--- config.mk ---
export PLATFORM = sky130hd
export DESIGN_NAME = apb_reg_slave
export DESIGN_NICKNAME = d
export VERILOG_FILES = /design/src/rtl/apb_reg_slave.sv
export SDC_FILE = /design/constraint.sdc
export NUM_CORES = 1
export LEC_CHECK = 0
export ABC_AREA = 1
export ABC_CLOCK_PERIOD_IN_PS = 2910
export CORE_UTILIZATION = 52
export DETAILED_ROUTE_END_ITERATION = 8
export PLACE_DENSITY = 0.86
export SYNTH_ARGS = -nofsm -noshare
export SYNTH_HDL_FRONTEND = slang
export SYNTH_SLANG_ARGS = --single-unit
--- constraint.sdc ---
create_clock -name clk -period 2.91 [get_ports clk]
set_input_delay 0.582 -clock clk [delete_from_list [all_inputs] [get_ports clk]]
set_output_delay 0.582 -clock clk [all_outputs]
set_load 0.02 [all_outputs]
--- src/rtl/apb_reg_slave.sv ---
`default_nettype none
// +--------------------------------------------------------------------------+
// | Module : apb_reg_slave                                                   |
// | Brief  : APB slave exposing six R/W registers, a transfer counter and ID |
// | Rev    : 1.0                                                             |
// +--------------------------------------------------------------------------+
module apb_reg_slave #(
  parameter int                  DATASIZE    = 32,
  parameter int                  ADDRSIZE    = 32,
  parameter int                  WAIT_STATES = 0,
  parameter logic [DATASIZE-1:0] ID_VALUE    = 32'hA9B0_0001
) (
  input  logic                    clk,
  input  logic                    reset,
  input  logic                    PSEL,
  input  logic                    PENABLE,
  input  logic [ADDRSIZE-1:0]     PADDR,
  input  logic                    PWRITE,
  input  logic [DATASIZE-1:0]     PWDATA,
  input  logic [DATASIZE/8-1:0]   PSTRB,
  input  logic [2:0]              PPROT,
  output logic                    pready,
  output logic                    pslverr,
  output logic [DATASIZE-1:0]     prdata
);

  localparam int         c_nbytes = DATASIZE / 8;
  localparam logic [3:0] c_wait   = 4'(WAIT_STATES);

  typedef enum logic [0:0] {
    S_IDLE   = 1'b0,
    S_ACCESS = 1'b1
  } state_t;

  state_t              r_state;
  logic [3:0]          r_wait_cnt;
  logic [DATASIZE-1:0] r_regs [6];
  logic [DATASIZE-1:0] r_xfer_cnt;

  logic [2:0]          w_idx;
  logic                w_addr_err;
  logic                w_err;
  logic [DATASIZE-1:0] w_rd_val;
  logic                w_unused_bits;

  // Upper address bits and the non-privilege PPROT bits carry no meaning here.
  assign w_unused_bits = ^{PADDR[ADDRSIZE-1:12], PPROT[2:1]};

  always_comb begin
    w_idx      = PADDR[4:2];
    w_addr_err = (PADDR[1:0] != 2'b00) || (PADDR[11:5] != 7'd0);
    w_err      = w_addr_err
              || (PWRITE && (w_idx >= 3'd6))
              || (PWRITE && (w_idx == 3'd0) && !PPROT[0]);
    case (w_idx)
      3'd6:    w_rd_val = r_xfer_cnt;
      3'd7:    w_rd_val = ID_VALUE;
      default: w_rd_val = r_regs[w_idx];
    endcase
  end

  assign pready  = (r_state == S_ACCESS) && (r_wait_cnt == 4'd0);
  assign pslverr = pready && w_err;
  assign prdata  = (pready && !PWRITE && !w_err) ? w_rd_val : '0;

  always_ff @(posedge clk) begin
    if (reset) begin
      r_state    <= S_IDLE;
      r_wait_cnt <= 4'd0;
      r_xfer_cnt <= '0;
      for (int i = 0; i < 6; i++) r_regs[i] <= '0;
    end else begin
      case (r_state)
        S_IDLE: begin
          if (PSEL && !PENABLE) begin
            r_state    <= S_ACCESS;
            r_wait_cnt <= c_wait;
          end
        end
        S_ACCESS: begin
          // Dropping PSEL mid-transfer abandons it with no side effects.
          if (!PSEL) begin
            r_state <= S_IDLE;
          end else if (r_wait_cnt != 4'd0) begin
            r_wait_cnt <= r_wait_cnt - 4'd1;
          end else if (PENABLE) begin
            r_state <= S_IDLE;
            if (!w_err) begin
              r_xfer_cnt <= r_xfer_cnt + DATASIZE'(1);
              if (PWRITE && (w_idx < 3'd6)) begin
                for (int b = 0; b < c_nbytes; b++) begin
                  if (PSTRB[b]) r_regs[w_idx][8*b +: 8] <= PWDATA[8*b +: 8];
                end
              end
            end
          end
        end
        default: r_state <= S_IDLE;
      endcase
    end
  end

endmodule
`default_nettype wire

==> results.rst, run 1 <==
.. list-table::
   :header-rows: 1

   * - Metric
     - Value
   * - Worst Path Max Fanout
     - 8
   * - Final Max Slew Viols
     - 0
   * - Cell area after placement
     - between 0.01 and 0.015 mm^2
   * - Met3 track utilization from global routing
     - under 10%
   * - Standard-cell row count
     - 56
   * - CP peak stage delay
     - between 200 and 300 ps
   * - Standard cell with the maximum stage delay on the critical path
     - sky130_fd_sc_hd__dlygate4sd2_1
   * - DRC viols
     - 0
   * - Fin crit share
     - 100%
   * - Summed area of non-filler cells in the final layout
     - about 0.016 mm^2
   * - Post-synth EDFFs
     - 192
   * - Initial core utilization
     - approximately 54%
   * - Arrival time worst endpoint
     - about 2300 ps
   * - Internal power contribution
     - around 0.0058 W
   * - Htree depth
     - 1
   * - Unrepaired setup endpoints after global routing
     - true
   * - Register share of total power
     - between 40% and 50%
   * - Setup Skew
     - roughly 14 ps
   * - Die H
     - 158 um
   * - Gp weighted congestion
     - 0.937
   * - Switching fraction of total power
     - 23.4%
   * - Hold Path End
     - r_wait_cnt[0]
   * - Endpoint of the most critical register-to-register path
     - r_regs[1][19]
   * - I/O Pins
     - between 100 and 150
   * - Final core occ
     - 65.8%
   * - Total number of vias
     - approximately 11k
   * - Total routed wirelength
     - ~35 mm
   * - Area grow syn2layout
     - 22.8%
   * - Sinks on the clock net
     - 229
   * - Cell Chain, Critical Path
     - dlygate4sd2_1, buf_6, nor2_4, clkinvlp_4, buf_4, nor2_1, o21ai_1, a41oi_4, buf_4
   * - Violations in the final reports
     - setup timing
   * - Max-cap viol count
     - 0
   * - Syn Nets
     - between 1k and 1.5k
   * - GRT met1 Usage
     - 36.1%
   * - Ratio of total power to cell area
     - 490 mW/mm^2
   * - Worst Reg-to-Reg Cells
     - 10
   * - Compound-gate portion of the synthesized area
     - roughly 7.9%
   * - Fin nets
     - 1526
   * - Gate count of the mapped netlist
     - about 1.3k
   * - Crit path launch type
     - primary input
   * - Worst slew margin relative to its limit
     - 63.1%
   * - Routed Antenna Nets
     - 0
   * - Flip-flop cell with the highest count after synthesis
     - sky130_fd_sc_hd__edfxtp_1
   * - Hold path startpoint
     - r_wait_cnt[0]
   * - Clock transition time at the flip-flop clock pins of the worst setup and hold paths
     - about 60 ps
   * - Largest area contributor in the synthesized netlist
     - sky130_fd_sc_hd__edfxtp_1
   * - Vias in the first global route
     - roughly 10k
   * - Post-synthesis async set-or-reset flop share
     - 0%
   * - Clock tree from TritonCTS
     - built
   * - Post-detailed-route wirelength per cell
     - approximately 20 um
   * - Class of the tightest hold or removal check
     - flop to flop
   * - Synth Register Bits
     - 229
   * - Synth cell types
     - 47
   * - Setup violators final
     - 1
   * - Grt met2 use
     - roughly 49%
   * - Maximum number of pins on one net before global-route repair
     - 70
   * - Global-route wire length before repair
     - approximately 54 mm
   * - Post-Synthesis Cell Area
     - ~0.013 mm^2
   * - Leakage power of the design
     - 5.56 nW
   * - Standard cell core area
     - between 0.02 and 0.025 mm^2
   * - Number of cells traversed by the worst hold path
     - 1
   * - Tot GR Track Use
     - between 20 and 30%
   * - Highest achievable clock rate
     - ~340 MHz
   * - DP HPWL
     - between 20 and 25 mm
   * - Iteration-0 DRC count of the detailed router
     - 1279
   * - Number of buffers created by CTS
     - 25
   * - Most used routing layer
     - met2
   * - CTS root buffer
     - sky130_fd_sc_hd__clkbuf_16
   * - Detailed-route vias per instance
     - approximately 6.0
   * - Combinational family with the most area after synthesis
     - simple AND/OR/NAND/NOR gates
   * - Most common cell in the synthesized netlist
     - sky130_fd_sc_hd__edfxtp_1
   * - Number of antenna violations at the first check in global routing
     - 1
   * - Required @ worst endpoint
     - approximately 2300 ps
   * - Minimum setup slack in the final design
     - -6.60 ps
   * - Top post-synthesis cells by area
     - sky130_fd_sc_hd__edfxtp_1, sky130_fd_sc_hd__nor3_2, sky130_fd_sc_hd__dfxtp_1
   * - Run status
     - finished with violations
   * - Capturing element type of the critical path
     - output pin
   * - Total of buffers placed on input and output ports
     - 87
   * - 1st-pass router iterations
     - 8
   * - Reg-to-reg critical path startpoint
     - r_wait_cnt[1]
   * - Clock latency of the later-clocked register in the worst-skew pair
     - about 530 ps
   * - Area share of xor/xnor cells in the synthesized design
     - ~1.0%
   * - Yosys warnings
     - 0
   * - Transition time at the pin with the least slew margin
     - about 550 ps
   * - Maximum number of buffers from clock root to sink
     - 3
   * - Die Outline Area
     - 0.0250 mm^2
   * - Critical Path Most Common Cell
     - sky130_fd_sc_hd__buf_4
   * - X dimension of the die
     - roughly 160 um
   * - Synth top area share
     - 45.5%
   * - Adder and majority cell fraction of the synthesized area
     - 0.197%
   * - Power share of the combinational group
     - under 10%
   * - Average size of a mapped cell
     - around 10 um^2
   * - Simple logic cell fraction of the synthesized area
     - between 30% and 40%
   * - Max rail drop VDD
     - between 0.3 and 0.4 mV
   * - Time the final worst path needs with I/O delays and setup
     - 2920 ps
   * - Clock share of power
     - 42.8%
   * - Number of failing hold endpoints at the final stage
     - 0
   * - Commonest cells post-synth
     - sky130_fd_sc_hd__edfxtp_1, sky130_fd_sc_hd__nand2_1, sky130_fd_sc_hd__nor2_1, sky130_fd_sc_hd__nor3_2, sky130_fd_sc_hd__inv_1
   * - CTS Hold Bufs
     - 0
   * - GRT Residual Overflow
     - 0
   * - Share of cells above drive strength 1
     - a little under 30%
   * - Setup Crit Path Kind
     - primary input to output pin
   * - Net switching power
     - 0.00179 W
   * - Setup slack of the most critical reg-to-reg path
     - between 300 and 400 ps
   * - Share of cell area taken by muxes after synthesis
     - 0%
   * - Post-synthesis sequential area ratio
     - between 50% and 60%
==> routing by layer <==
layer,vias to the layer above,part of all wire (%)
met2,756,49
met3,131,11
met1,5017,36
met4,0,3.7
li1,4793,-
met5,-,0
==> critical path: cells and delay by family <==
kind,cells,cell delay (ps)
simple gates,2,270
compound gates,2,390
buf+inv,5,1090
==> cells by family after synthesis <==
kind of cell	Yosys count
AND/OR/NAND/NOR	655
flip-flops	229
adder cells (fa/ha/maj)	2
AO/OA/AOI/OAI	172
buffers and inverters	212
XOR/XNOR	15
==> cells in the final DEF (no fill, tap or decap), drive strengths merged, types with 31 or more instances in the layout <==
master | Yosys | routed
inv | 125 | 125
nor2 | 162 | 162
dfxtp | 37 | 37
nand2 | 179 | 179
clkbuf | 36 | 42
buf | 49 | 154
nand3 | 97 | 97
edfxtp | 192 | 192
clkdlybuf4s50 | 0 | 51
nor3 | 191 | 191
a21oi | 31 | 31
o21ai | 88 | 88
==> sequential cells by signal, indices dropped and copies added (netlist names) <==
signal	cells
r_regs	192
r_state	1
r_wait_cnt	4
r_xfer_cnt	32
==> power groups by stage <==
| stage | Combinational, W | Sequential [W] | Clock [W] |
|---|---|---|---|
| 2_1_floorplan | 0.000330 | 0.00373 | 0 |
| 3_3_place_gp | 0.000638 | 0.00373 | 0 |
| 3_5_place_dp | 0.000659 | 0.00374 | 0 |
| 4_1_cts | 0.000673 | 0.00367 | 0.00327 |
| 5_1_grt | 0.000731 | 0.00368 | 0.00340 |
| 6_report | 0.000692 | 0.00367 | 0.00326 |
==> through the flow <==
step                      hold slack, ps  total power (W)  cells  TNS [ps]  setup WS (ps)
final                                502          0.00763   1787     -6.60          -6.60
after global routing                 522          0.00781   1787     -68.6          -31.4
after CTS                            498          0.00761   1786         0           5.49
after detailed placement             489          0.00440   1738   -149580           -576
after global placement               450          0.00437   1738   -107790           -519
after floorplan                      445          0.00406   1285         0            163
==> how the worst max path moves through the flow <==
stage | startpoint | to | depth (start not counted) | slack, ps
floorplan | PADDR[3] | r_regs[1][0] | 9 | 160
detailed placement | PADDR[3] | prdata[1] | 7 | -580
CTS | r_wait_cnt[0] | prdata[28] | 9 | 5
finish | PADDR[4] | prdata[13] | 9 | -7
global route | r_wait_cnt[1] | prdata[17] | 9 | -30
global placement | PADDR[3] | prdata[1] | 7 | -520
==> area by class of cell <==
class / count / area [um^2]
fillers: 1714 / 8110
flip-flops and latches: 229 / 6510
multi-input cells: 844 / 5350
repair buffers: 221 / 1990
clock buffers: 28 / 637
inverters: 127 / 484
well taps: 319 / 399
clock inverters: 18 / 208
diodes: 1 / 2.50
==> repair_timing <==
item                                    CTS  global route
setup buffers                             2             1
gates resized for setup                 110            66
pin swaps                                 2             1
endpoints found under the setup margin   39            32
Note: power is estimated with default switching activity, not from simulation.
==> inputs of run 2 (changes only) <==
- GPL_ROUTABILITY_DRIVEN: unset -> 0
==> run 2 against run 1 <==
Net effect: the flow now finishes without violations; final area about the same; clock power decreased by 5%; combinational power up 0.6%; worst setup slack improved by 54 ps; via count is 0.74% lower; worst hold slack worse by 22 ps; non-clock buffer count up 5; die area unchanged.
==> results.rst, run 2 (synthesis results as in run 1) <==
.. list-table::
   :header-rows: 1

   * - Metric
     - Value
   * - Setup violators final
     - 0
   * - Crit. path cell count
     - 11
   * - Standard cell with the maximum stage delay on the critical path
     - sky130_fd_sc_hd__o21ai_0
   * - X dimension of the die
     - between 150 and 200 um
   * - Pre-CTS setup slack
     - -614 ps
   * - Net switching power
     - roughly 0.0017 W
   * - Arrival time worst endpoint
     - slightly above 3000 ps
   * - Max rail drop VDD
     - 0.422 mV
   * - Die Outline Area
     - between 0.02 and 0.03 mm^2
   * - Reg-to-reg critical path startpoint
     - r_wait_cnt[1]
   * - Share of cells above drive strength 1
     - between 20% and 30%
   * - Unrepaired setup endpoints after global routing
     - true
   * - Switching fraction of total power
     - between 20% and 30%
   * - Setup Skew
     - about 8 ps
   * - Final Max Slew Viols
     - 0
   * - Detailed-route vias per instance
     - just under 6
   * - Run status
     - completed
   * - Hold Path End
     - r_wait_cnt[0]
   * - Post-detailed-route wirelength per cell
     - around 19 um
   * - Fin crit share
     - a little over nine tenths
   * - Worst slew margin relative to its limit
     - 65.9%
   * - Critical Path Most Common Cell
     - sky130_fd_sc_hd__buf_4
   * - Maximum number of pins on one net before global-route repair
     - 47
   * - CTS root buffer
     - sky130_fd_sc_hd__clkbuf_16
   * - Capturing element type of the critical path
     - flop
   * - Setup slack of the most critical reg-to-reg path
     - about 190 ps
   * - Highest achievable clock rate
     - roughly 350 MHz
   * - Flip-flop count of the largest register, all copies and words added
     - 192
   * - Maximum number of buffers from clock root to sink
     - 3
   * - Number of buffers created by CTS
     - 24
   * - Family of cells with the greatest summed delay on the critical path
     - simple AND/OR/NAND/NOR gates
   * - Endpoint of the most critical register-to-register path
     - r_regs[3][5]
   * - Worst Reg-to-Reg Cells
     - 10
   * - Total routed wirelength
     - 34.6 mm
   * - Sinks on the clock net
     - 229
   * - Total number of vias
     - 10.6k
   * - Largest register by flop count
     - r_regs
   * - Power share of the combinational group
     - a little under a tenth
   * - Register share of total power
     - around 50%
   * - CP peak stage delay
     - roughly 450 ps
   * - Class of the tightest hold or removal check
     - flop to flop
   * - Clock transition time at the flip-flop clock pins of the worst setup and hold paths
     - 70 ps
   * - Iteration-0 DRC count of the detailed router
     - between 1k and 1.5k
   * - Fin nets
     - approximately 1.5k
   * - Tot GR Track Use
     - 27.9%
   * - Regs by FF count
     - r_regs: 192 flops, r_xfer_cnt: 32 flops, r_wait_cnt: 4 flops
   * - Summed area of non-filler cells in the final layout
     - ~0.016 mm^2
   * - GRT Residual Overflow
     - 0
   * - Time the final worst path needs with I/O delays and setup
     - ~2900 ps
   * - Standard-cell row count
     - 56
   * - Clock tree from TritonCTS
     - built
   * - DRC viols
     - 0
   * - Standard cell core area
     - approximately 0.024 mm^2
   * - Transition time at the pin with the least slew margin
     - ~500 ps
   * - Internal power contribution
     - between 0.005 and 0.006 W
   * - Commonest cells after routing, fill and taps aside
     - sky130_fd_sc_hd__edfxtp_1, sky130_fd_sc_hd__nand2_1, sky130_fd_sc_hd__nor2_1
   * - Cell Chain, Critical Path
     - dlygate4sd2_1, buf_6, buf_4, nand2_1, nand3_1, nor3_1, o21ai_2, nand3_4, nand4_4, o21ai_0, buf_4
   * - Initial core utilization
     - 53.6%
   * - Htree depth
     - 1
   * - Clock share of power
     - about two fifths
   * - Minimum setup slack in the final design
     - approximately 47 ps
   * - Area grow syn2layout
     - 22.9%
   * - Vias in the first global route
     - about 10k
   * - Hold path startpoint
     - r_wait_cnt[0]
   * - Clock latency of the later-clocked register in the worst-skew pair
     - about 520 ps
   * - Cell area after placement
     - 0.0148 mm^2
   * - Setup Crit Path Kind
     - primary input to flop
   * - Worst Path Max Fanout
     - 10
   * - I/O Pins
     - 110
   * - Ratio of total power to cell area
     - 480 mW/mm^2
   * - Power, Total
     - between 0.007 and 0.008 W
   * - Number of cells traversed by the worst hold path
     - 1
   * - Bufs and invs on worst path
     - 4
   * - Number of failing hold endpoints at the final stage
     - 0
   * - Number of antenna violations at the first check in global routing
     - 1
   * - Total of buffers placed on input and output ports
     - 87
   * - Global-route wire length before repair
     - around 54 mm
   * - 1st-pass router iterations
     - 7
   * - Max-cap viol count
     - 0
   * - Required @ worst endpoint
     - roughly 3100 ps
   * - Die H
     - ~160 um
   * - DP HPWL
     - 24.2 mm
   * - Crit path launch type
     - primary input
   * - Leakage power of the design
     - ~5.6 nW
   * - Routed Antenna Nets
     - 0
   * - Most common cell after layout, fill and taps aside
     - sky130_fd_sc_hd__edfxtp_1
run 2: per-stage QoR:
step / util [%] / hold slack, ps / instances / setup TNS (ps)
2_1_floorplan: - / 445 / 1285 / 0
3_3_place_gp: 62.3 / 451 / 1741 / -111210
3_5_place_dp: 62.3 / 474 / 1741 / -147570
4_1_cts: 65.3 / 482 / 1784 / -107
5_1_grt: 65.8 / 510 / 1788 / -74.6
6_report: 65.8 / 480 / 1788 / 0
run 2: metal layers:
metal	track usage (%)	part of all wire, %	vias up	wire, um
li1	-	-	4789	-
met1	35.0	37	5045	12900
met2	47.4	49	667	16900
met3	4.05	9.7	117	3360
met4	13.1	4.1	0	1420
met5	0	0	-	0
run 2: layout make-up:
class / count / area [um^2]
antenna: 1 / 2.50
clock buffer: 30 / 644
clock inverter: 12 / 145
fill: 1765 / 8100
inverter: 127 / 487
multi-input combinational: 844 / 5350
sequential: 229 / 6510
tap: 319 / 399
timing repair buffer: 226 / 2060
run 2: power groups by stage:
stage               combinational [W]  sequential [W]  clock [W]
CTS                          0.000672         0.00367    0.00312
detailed placement           0.000663         0.00374          0
global route                 0.000742         0.00368    0.00323
global placement             0.000642         0.00373          0
finish                       0.000696         0.00367    0.00311
floorplan                    0.000330         0.00373          0
run 2: timing repair:
| action | in CTS | in global routing |
|---|---|---|
| setup endpoints to repair | 57 | 51 |
| gates resized for setup | 145 | 40 |
| pin swaps | 5 | 2 |
| hold buffers | 0 | 0 |
| buffers inserted | 1 | 3 |
run 2: how the worst max path moves through the flow:
stage	startpoint	to	slack [ps]
2_1_floorplan	PADDR[3]	r_regs[1][0]	160
3_3_place_gp	PADDR[3]	prdata[10]	-570
3_5_place_dp	PADDR[6]	prdata[24]	-610
4_1_cts	PADDR[4]	prdata[24]	-60
5_1_grt	PADDR[3]	prdata[24]	-60
6_report	PADDR[3]	r_regs[3][5]	50
